**src/rtl/sipo_rx_pkg.sv**
```systemverilog
// Shared types and helpers for the serial-in/parallel-out receive path.
// Contents: FSM state type, default word width, parity helper.
package sipo_rx_pkg;

    localparam int unsigned DEFAULT_WIDTH = 4;
    localparam int unsigned MAX_WIDTH     = 32;

    typedef enum logic [1:0] {
        IDLE   = 2'd0,
        SHIFT  = 2'd1,
        PARITY = 2'd2
    } state_t;

    // Returns 1 when v has an odd number of ones (even-parity violation).
    // Callers zero-extend, which leaves the result unchanged.
    function automatic logic odd_ones(input logic [MAX_WIDTH:0] v);
        return ^v;
    endfunction

endpackage

```
**src/rtl/sipo_shift_en.sv**
```systemverilog
// WIDTH-bit shift register; new bits enter at [0] and move toward the MSB.
// Ports:
//   clk        clock
//   clr        synchronous clear (highest priority)
//   load_first restart: register becomes {0..0, din}
//   shift_en   shift din in at [0]
//   din        serial bit
//   q          register contents
module sipo_shift_en
    import sipo_rx_pkg::*;
#(
    parameter int unsigned WIDTH = DEFAULT_WIDTH
) (
    input  logic             clk,
    input  logic             clr,
    input  logic             load_first,
    input  logic             shift_en,
    input  logic             din,
    output logic [WIDTH-1:0] q
);

    // Restart wins over shift so a new frame never inherits stale bits.
    always_ff @(posedge clk) begin
        if (clr) begin
            q <= '0;
        end else if (load_first) begin
            q <= WIDTH'(din);
        end else if (shift_en) begin
            q <= {q[WIDTH-2:0], din};
        end
    end

endmodule

```
**src/rtl/sipo_rx_ctrl.sv**
```systemverilog
// Frame controller for a serial-in/parallel-out receive path: qualifies and
// counts serial bits, drives the shifter, captures completed words into a
// holding register and offers them over a valid/ready handshake.
// Optional feature macro: PARITY_CHECK_EN (one even-parity bit after the data).
// Ports:
//   clk, rst                 clock, synchronous active-high reset
//   ser_in/ser_valid         serial bit and its qualifier
//   frame_start              current bit is the first of a frame
//   par_out/par_valid/par_ready  word output handshake
//   busy                     frame in progress
//   bit_cnt                  data bits accepted in the current frame
//   overrun/frame_err/parity_err one-cycle status pulses
module sipo_rx_ctrl
    import sipo_rx_pkg::*;
#(
    parameter  int unsigned WIDTH = DEFAULT_WIDTH,
    localparam int unsigned CNT_W = $clog2(WIDTH + 1)
) (
    input  logic             clk,
    input  logic             rst,
    input  logic             ser_in,
    input  logic             ser_valid,
    input  logic             frame_start,
    output logic [WIDTH-1:0] par_out,
    output logic             par_valid,
    input  logic             par_ready,
    output logic             busy,
    output logic [CNT_W-1:0] bit_cnt,
    output logic             overrun,
    output logic             frame_err,
    output logic             parity_err
);

    state_t           state;
    logic [WIDTH-1:0] sr_q;
    logic             restart_c;
    logic             shift_c;
    logic             complete_c;
    logic [WIDTH-1:0] word_c;

    sipo_shift_en #(.WIDTH(WIDTH)) u_shift (
        .clk        (clk),
        .clr        (rst),
        .load_first (restart_c),
        .shift_en   (shift_c),
        .din        (ser_in),
        .q          (sr_q)
    );

    // A frame_start bit always restarts the shifter, whatever the state.
    assign restart_c = ser_valid & frame_start;
    assign shift_c   = ser_valid & ~frame_start & (state == SHIFT);

`ifdef PARITY_CHECK_EN
    logic parity_bad_c;
    logic parity_err_q;

    // Word is already complete in the shifter while the parity bit arrives.
    assign word_c       = sr_q;
    assign parity_bad_c = odd_ones((MAX_WIDTH + 1)'({sr_q, ser_in}));
    assign complete_c   = ser_valid & ~frame_start & (state == PARITY) & ~parity_bad_c;
    assign parity_err   = parity_err_q;
`else
    logic unused_msb_c;

    // Last data bit is folded in directly so the word is ready on its own edge.
    assign word_c       = {sr_q[WIDTH-2:0], ser_in};
    assign unused_msb_c = sr_q[WIDTH-1];
    assign complete_c   = ser_valid & ~frame_start & (state == SHIFT)
                        & (bit_cnt == CNT_W'(WIDTH - 1));
    assign parity_err   = 1'b0;
`endif

    // Controller FSM, bit counter, holding register and status pulses.
    always_ff @(posedge clk) begin
        if (rst) begin
            state     <= IDLE;
            busy      <= 1'b0;
            bit_cnt   <= '0;
            par_out   <= '0;
            par_valid <= 1'b0;
            overrun   <= 1'b0;
            frame_err <= 1'b0;
`ifdef PARITY_CHECK_EN
            parity_err_q <= 1'b0;
`endif
        end else begin
            overrun   <= 1'b0;
            frame_err <= 1'b0;
`ifdef PARITY_CHECK_EN
            parity_err_q <= 1'b0;
`endif
            // Holding register: completion may replace a word being taken.
            if (complete_c) begin
                if (!par_valid || par_ready) begin
                    par_out   <= word_c;
                    par_valid <= 1'b1;
                end else begin
                    overrun <= 1'b1;
                end
            end else if (par_valid && par_ready) begin
                par_valid <= 1'b0;
            end

            if (ser_valid) begin
                case (state)
                    IDLE: begin
                        if (frame_start) begin
                            bit_cnt <= CNT_W'(1);
                            state   <= SHIFT;
                            busy    <= 1'b1;
                        end
                    end
                    SHIFT: begin
                        if (frame_start) begin
                            bit_cnt   <= CNT_W'(1);
                            frame_err <= 1'b1;
                        end else if (bit_cnt == CNT_W'(WIDTH - 1)) begin
`ifdef PARITY_CHECK_EN
                            bit_cnt <= CNT_W'(WIDTH);
                            state   <= PARITY;
`else
                            bit_cnt <= '0;
                            state   <= IDLE;
                            busy    <= 1'b0;
`endif
                        end else begin
                            bit_cnt <= bit_cnt + CNT_W'(1);
                        end
                    end
`ifdef PARITY_CHECK_EN
                    PARITY: begin
                        if (frame_start) begin
                            bit_cnt   <= CNT_W'(1);
                            frame_err <= 1'b1;
                            state     <= SHIFT;
                        end else begin
                            bit_cnt <= '0;
                            state   <= IDLE;
                            busy    <= 1'b0;
                            if (parity_bad_c) begin
                                parity_err_q <= 1'b1;
                            end
                        end
                    end
`endif
                    default: begin
                        bit_cnt <= '0;
                        state   <= IDLE;
                        busy    <= 1'b0;
                    end
                endcase
            end
        end
    end

endmodule
```
**config.mk**
```make
export PLATFORM = sky130hd
export DESIGN_NAME = sipo_rx_ctrl
export DESIGN_NICKNAME = d
export VERILOG_FILES = /design/src/rtl/sipo_rx_pkg.sv /design/src/rtl/sipo_shift_en.sv /design/src/rtl/sipo_rx_ctrl.sv
export SDC_FILE = /design/constraint.sdc
export NUM_CORES = 1
export LEC_CHECK = 0
export ABC_CLOCK_PERIOD_IN_PS = 1500
export CAP_MARGIN = 20
export CELL_PAD_IN_SITES_DETAIL_PLACEMENT = 0
export CELL_PAD_IN_SITES_GLOBAL_PLACEMENT = 1
export CORE_ASPECT_RATIO = 0.75
export CORE_MARGIN = 2
export CORE_UTILIZATION = 29
export DETAILED_ROUTE_END_ITERATION = 12
export PLACE_DENSITY_LB_ADDON = 0.05
export SYNTH_ARGS = -nofsm -noshare
export SYNTH_HDL_FRONTEND = slang
export SYNTH_SLANG_ARGS = --single-unit
```
**constraint.sdc**
```tcl
create_clock -name clk -period 1.5 [get_ports clk]
set_clock_uncertainty 0.2 [all_clocks]
set_input_delay 0.3 -clock clk [delete_from_list [all_inputs] [get_ports clk]]
set_output_delay 0.3 -clock clk [all_outputs]
set_load 0.05 [all_outputs]
```
Word-level counts from Yosys, hierarchy flattened:

Index checks and enable logic that the tools add are counted.

* $add $sub $neg: 1
* reduce and logical (&&, ||, !) cells: 13
* equal/unequal tests: 6
* bitwise logic cells: 8
* mux-type cells: 19

Operator list (count)
* $mux W1: 10
* $mux W3: 3
* $mux W2: 3
* $pmux W3 S2: 1
* $reduce_and A2 Y1: 3
* $and A1 B1 Y1: 4
* $ne A2 B1 Y1 const B: 2
* $ne A2 B2 Y1 const B: 2
* $not A1 Y1: 4
* $pmux W2 S2: 1
* $reduce_and A4 Y1: 1
* $reduce_bool A2 Y1: 2
* $reduce_or A2 Y1: 2
* $add A3 B1 Y3 const B: 1
* $eq A3 B2 Y1 const B: 1
* $reduce_or A3 Y1: 1
* $eq A2 B1 Y1 const B: 1
* $logic_not A2 Y1: 1
* $pmux W1 S2: 1
* $logic_and A1 B1 Y1: 1
* $logic_not A1 Y1: 1
* $logic_or A1 B1 Y1: 1

* output and inout bits: 12
* register bits: 16
* input port bits: 6

Logic depth before layout (Yosys ltp):

Gate-level depths: netlist of run 1.

* word-level depth: 6
* gate-level depth with buffers: 4

Cells and area by module:

Synthesis of run 1 repeated with hierarchy kept, for this count alone.

* cells, all modules: 64
* area, all modules: 618.1 um^2

By module, submodules not included
* sipo_rx_ctrl: seq. area each 220.2 um^2, cells each 51, instances 1, area an instance 474.2 um^2
* sipo_shift_en: seq. area each 80.1 um^2, cells each 13, instances 1, area an instance 143.9 um^2

Worst setup path before layout of run 1:

OpenSTA, ideal clock, no wires.

* path type: reg2reg
* start point: register bit_cnt[0]
* end point: register par_out[0]
* setup time: 72 ps
* data required time: 1228 ps
* path slack: -358 ps
* path buffers: 0
* stages on the path, launching flop included: 5
* data arrival time: 1586 ps
* cell sequence: dfxtp_1 ha_1 nand2b_1 nor4b_4 mux2i_1

* cells in the longest elaborated chain, start to end: 3

RTL lines
* start: declaration: line sipo_rx_ctrl.sv:28 `output logic [CNT_W-1:0] bit_cnt,`
* start signal: assignment: line sipo_rx_ctrl.sv:128 `bit_cnt <= bit_cnt + CNT_W'(1);`
* $eq A3 B2 Y1: line sipo_rx_ctrl.sv:70 `& (bit_cnt == CNT_W'(WIDTH - 1));`
* $and A1 B1 Y1: line sipo_rx_ctrl.sv:70
* $reduce_and A2 Y1 (no line)
* end signal: assignment: line sipo_rx_ctrl.sv:96 `par_out <= word_c;`
* end: declaration: line sipo_rx_ctrl.sv:24 `output logic [WIDTH-1:0] par_out,`

Every way passes these cells.
A chain may end at the register's enable or synchronous reset.

Worst setup path after layout of run 1:

* start point: register bit_cnt[0]
* end point: output port bit_cnt[0]

No word-level cell between the ends.

==> out/metrics.cfg, run 1 <==
[run_status]
outcome=completed

[synthesis]
synth_seq_cells=14
synthTopCellsByArea=dfxtp_1, nand2b_1, mux2i_1, nor4b_4, a21oi_1
ys_async_sr_fraction=0
syn_inst=61
synth_edf_count=0
synth_top_area_cell=dfxtp_1
synthDistinctLibCells=24
yosys_most_used_dff=dfxtp_1
synth_warnings=0
syn_area_per_cell_um2=9.80
synth_top_area_share=0.469
ys_seq_area_frac=0.469
syn_nets=68
syn_area_um2=598

[floorplanning]
fp-row-count=14
die_y_um=43.3
start_util=0.302
fp.dieW_um=56.4
coreArea_mm2=0.00198
ios=18
dieArea_mm2=0.00245

[routing]
drcViolationCount=0
wl_per_cell_um=10.6
ant_nets=0
wl_mm=1.22
first_pass_iters=3
post_drt_via_cell_ratio=4.52
drt_iter0_drc=10
vias=520

[layout]
final_area_mm2=0.00105
utilization=0.530
final_cells=115
fillers=195
area_growth_pct=75.3
final_nets=100
final_layout_size_suffix_gt1_frac=0.407
antennaDiodeCount=0

[timing]
hold_viol_final=0
period_share=0.947
fmax_mhz=704
fin_tns_setup_ns=0
setup_violations=0
fin_crit_ns=1.42
rsz0062_at_grt=yes
maxSlewViolCount=0

[power_and_ir_drop]
internal_power_uw=532
power_frac_comb=0.165
p_clk_frac=0.293
ir_drop_mv=0.352
swShare=0.254
leakage_uw=0.000427
pwr-share-seq=0.541
powerDensity_mw_per_mm2=679
p_sw_uw=181

[placed_design]
place.port_buffers=16
post_dp_cell_area_mm2=0.00100
dp.cells=110
dpl.hpwl_um=915
gp_congestion=0.710

[cts]
hold_buffers=0
cts_made_buffers=3
cts_tree=yes
clk_latency_ns=0.28
root_buffer=clkbuf_4
cts_max_path_buffers=2
htree_levels=1
clk_pin_slew_ns=0.08
cts.sinks=14

[worst_hold_path]
hold_start=ser_valid
holdPathStages=4
min_to=frame_err
min_path_type=input pin to register

[setup_path]
worstPathRequired_ns=1.00
reg2regPathDepth=5
r2r_end=par_out[1]
critPathKind=register to output port
end_kind=output port
worstSetupStartpointType=register
r2r_slack_ns=0.09
cp_max_fo=3
arrival_ns=0.92
reg2reg_from=bit_cnt[0]

[grt]
grt_first_pass_wirelength_mm=2.08
grt_pass1_vias=469
grt_max_degree=12
grt_overflow_total=0
grt_use_total=0.117
antenna_found_initial=0

[job]
maxCapViolCount=0

[routing by layer]
| layer | up-vias | wire length (µm) | GRT usage |
|---|---|---|---|
| met2 | 13 | 527 | 0.167 |
| met5 | - | 0 | 0 |
| met1 | 234 | 598 | 0.142 |
| met4 | 0 | 18 | 0.0571 |
| li1 | 271 | - | - |
| met3 | 2 | 78 | 0.0687 |
[cell type report]
class | count | area (µm²) | area share
timing repair buffer | 30 | 380 | 0.363
multi-input combinational | 42 | 315 | 0.301
inverter | 2 | 7.51 | 0.00716
sequential | 14 | 293 | 0.279
clock buffer | 3 | 22.5 | 0.0215
tap | 24 | 30.0 | 0.0286
[cell usage after synthesis (2+ instances only)]
master    number
a21oi_1        3
a22oi_1        2
clkbuf_1       2
dfxtp_1       14
inv_1          2
mux2i_1        5
nand2b_1      11
nor2_1         4
o21ai_0        3
[kinds of logic (layout without fill, tap and decap cells)]
group | Yosys count | count (layout) | share of synthesized area
buffers and inverters | 5 | 35 | 0.0377
AO/OA/AOI/OAI | 11 | 11 | 0.113
AND/OR/NAND/NOR | 24 | 24 | 0.270
other | 1 | 1 | 0.00627
flip-flops | 14 | 14 | 0.469
adder cells (fa/ha/maj) | 1 | 1 | 0.0209
multiplexers | 5 | 5 | 0.0837
[state kept, by name, summed over array words and instances (netlist names)]
register	cells
bit_cnt	3
busy	1
frame_err	1
overrun	1
par_out	4
par_valid	1
u_shift.q	3
[worst max-delay path, cell delays in order (launching register included)]
cell and delay, ns:
dfxtp_4 0.36, buf_4 0.15, buf_12 0.14
[placed cells by master, fill, tap and decap left out, types with 2 or more instances in the layout]
cell type	instances
a21oi_1	3
a22oi_1	2
buf_12	11
buf_4	14
clkbuf_4	3
clkdlybuf4s50_1	3
dfxtp_1	10
dfxtp_4	3
dlymetal6s2s_1	2
inv_1	2
mux2i_1	5
nand2b_1	10
nor2_1	4
o21ai_0	3
[metrics by stage]
step / hold WS (ns) / setup slack [ns] / total power (µW)
3_3_place_gp: 0.273 / -0.254 / 514
3_5_place_dp: 0.270 / -0.289 / 514
4_1_cts: 0.281 / 0.00256 / 726
6_report: 0.266 / 0.0797 / 712
2_1_floorplan: 0.180 / -0.0512 / 448
5_1_grt: 0.272 / -0.00374 / 750
[worst max-delay path by stage]
stage / startpoint / end / slack [ns] / cells past startpoint
floorplan: bit_cnt[1] / par_out[0] / -0.05 / 4
global placement: ser_valid / par_out[1] / -0.25 / 5
detailed placement: ser_valid / par_out[1] / -0.29 / 5
CTS: bit_cnt[1] / par_out[1] / 0.003 / 5
global route: bit_cnt[0] / par_out[2] / -0.004 / 5
finish: bit_cnt[0] / bit_cnt[0] / 0.08 / 2
[repair_timing]
item,CTS,global route
setup endpoints to repair,0,5
resized for setup,0,3
setup buffers,0,2
[power by group through the flow]
stage               Combinational, µW  Sequential, µW  Clock (µW)
floorplan                        37.1             411           0
global placement                  118             395           0
detailed placement                119             395           0
CTS                               119             386         220
global route                      126             387         237
finish                            118             386         209
No activity file was read; power rests on OpenSTA's default activity.
==> run 2: changes to the inputs <==
ABC_CLOCK_PERIOD_IN_PS = 1800   (was 1500)
CORE_ASPECT_RATIO = not set   (was 0.75)
CORE_UTILIZATION = 35   (was 29)
SLEW_MARGIN = 20   (was not set)
clock period = 1.8 ns   (was 1.5 ns; I/O delays follow)
==> run 2 against run 1 <==
  * Critical endpoint is now par_valid
  * Core utilization grew 4.8 points
  * Via count shrank 8.5%
  * Register-to-register slack gained 0.13 ns
==> out/metrics.cfg, run 2 (synthesis results as in run 1) <==
[setup_path]
slowest_delay_ns=0.52
arrival_ns=1.61
worstPathRequired_ns=1.80
reg2regPathDepth=5
crit_path_top_delay_cell=clkdlybuf4s50_1
cp-startpoint=frame_start
endpoint=par_valid
path_cells=clkdlybuf4s50_1 > buf_4 > or3_1 > a21oi_1
cp_max_fo=5
end_kind=register
r2r_slack_ns=0.22
r2r_end=par_out[3]
critPathKind=input pin to register
worstSetupStartpointType=input pin
reg2reg_from=bit_cnt[0]

[grt]
grt_pass1_vias=439
grt_first_pass_wirelength_mm=1.82
grt_use_total=0.131
grt_max_degree=20
antenna_found_initial=0
grt_overflow_total=0

[layout]
final_cell_mix=dfxtp_1, nand2b_1, buf_4, buf_12
multiInputGateArea_um2=295
fillers=143
layout_commonest_cell=dfxtp_1
area_growth_pct=50.6
regMostFlops=par_out
final_layout_size_suffix_gt1_frac=0.310
largest_register_ffs=4
final_cells=100
register_area_um2=283
largestRegisters=par_out: 4 flops, bit_cnt: 3 flops, u_shift.q: 3 flops
final_nets=93
antennaDiodeCount=0

[power_and_ir_drop]
leakage_uw=0.000365
powerDensity_mw_per_mm2=649
total_power_uw=585
ir_drop_mv=0.333

[placed_design]
preCtsSetupSlack_ns=-0.0753
gp_congestion=0.695
dp.cells=97
dpl.hpwl_um=794
place.port_buffers=16

[run_status]
outcome=completed

[floorplanning]
fp.dieW_um=45.3
coreArea_mm2=0.00156
start_util=0.384
ios=18
fp-row-count=14
dieArea_mm2=0.00206
die_y_um=45.3

[routing]
vias=476
wl_per_cell_um=11.1
post_drt_via_cell_ratio=4.76
drcViolationCount=0
wl_mm=1.11
first_pass_iters=2
ant_nets=0
drt_iter0_drc=5

[cts]
postCtsSetupRepairBufs=0
cts.sinks=14
cts.repair.resized=0
root_buffer=clkbuf_4
cts_tree=yes
clk_latency_ns=0.27
cts_made_buffers=3
cts_max_path_buffers=2
hold_buffers=0
htree_levels=1
clk_pin_slew_ns=0.08

[timing]
maxSlewViolCount=0
rsz0062_at_grt=no
worst_slack_ns=0.196
period_share=0.891
fmax_mhz=623
setup_violations=0
hold_viol_final=0
fin_crit_ns=1.60
whs_ns=0.277

[job]
maxCapViolCount=0

[worst_hold_path]
holdPathStages=2
min_path_type=register to register

==> run 2: cell count changes in the layout (fill, tap and decap cells not counted), sizes merged <==
cell	change
clkdlybuf4s50	+2
buf	-7
dlymetal6s2s	-2
==> run 2: power breakdown <==
part / internal (µW) / switching [µW] / total, µW
sequential: 316 / 8.50 / 324
combinational: 46.9 / 43.0 / 89.8
clock: 77.3 / 93.6 / 171
==> run 2: metrics by stage <==
stage | area (µm²) | utilization | setup TNS, ns
after floorplan | 601 | - | 0
after global placement | 878 | 0.563 | -0.351
after detailed placement | 878 | 0.563 | -0.393
after CTS | 901 | 0.578 | 0
after global routing | 901 | 0.578 | 0
final | 901 | 0.578 | 0
==> run 2: worst min path at each step <==
stage	start	endpoint	slack, ns
2_1_floorplan	ser_valid	bit_cnt[2]	0.25
3_3_place_gp	par_out[3]	par_out[3]	0.27
3_5_place_dp	par_out[3]	par_out[3]	0.26
4_1_cts	par_out[3]	par_out[3]	0.28
5_1_grt	par_out[3]	par_out[3]	0.31
6_report	par_out[3]	par_out[3]	0.28
==> run 2: layout make-up <==
class                   instances  area share
clock buffers                   3      0.0250
well taps                      16      0.0222
multi-input cells              42       0.328
flip-flops and latches         14       0.314
inverters                       2     0.00833
repair buffers                 23       0.303
==> run 2: worst max-delay path: cells and delay by family <==
family,cells,cell delay (ns)
buffers and inverters,2,0.72
AND/OR/NAND/NOR,1,0.39
AO/OA/AOI/OAI,1,0.15
==> run 2: per-layer routing <==
layer	wire (µm)	GRT usage	vias up
met5	0	0	-
met3	55	0.0560	0
li1	-	-	253
met2	486	0.194	13
met1	563	0.151	210
met4	0	0.0882	0
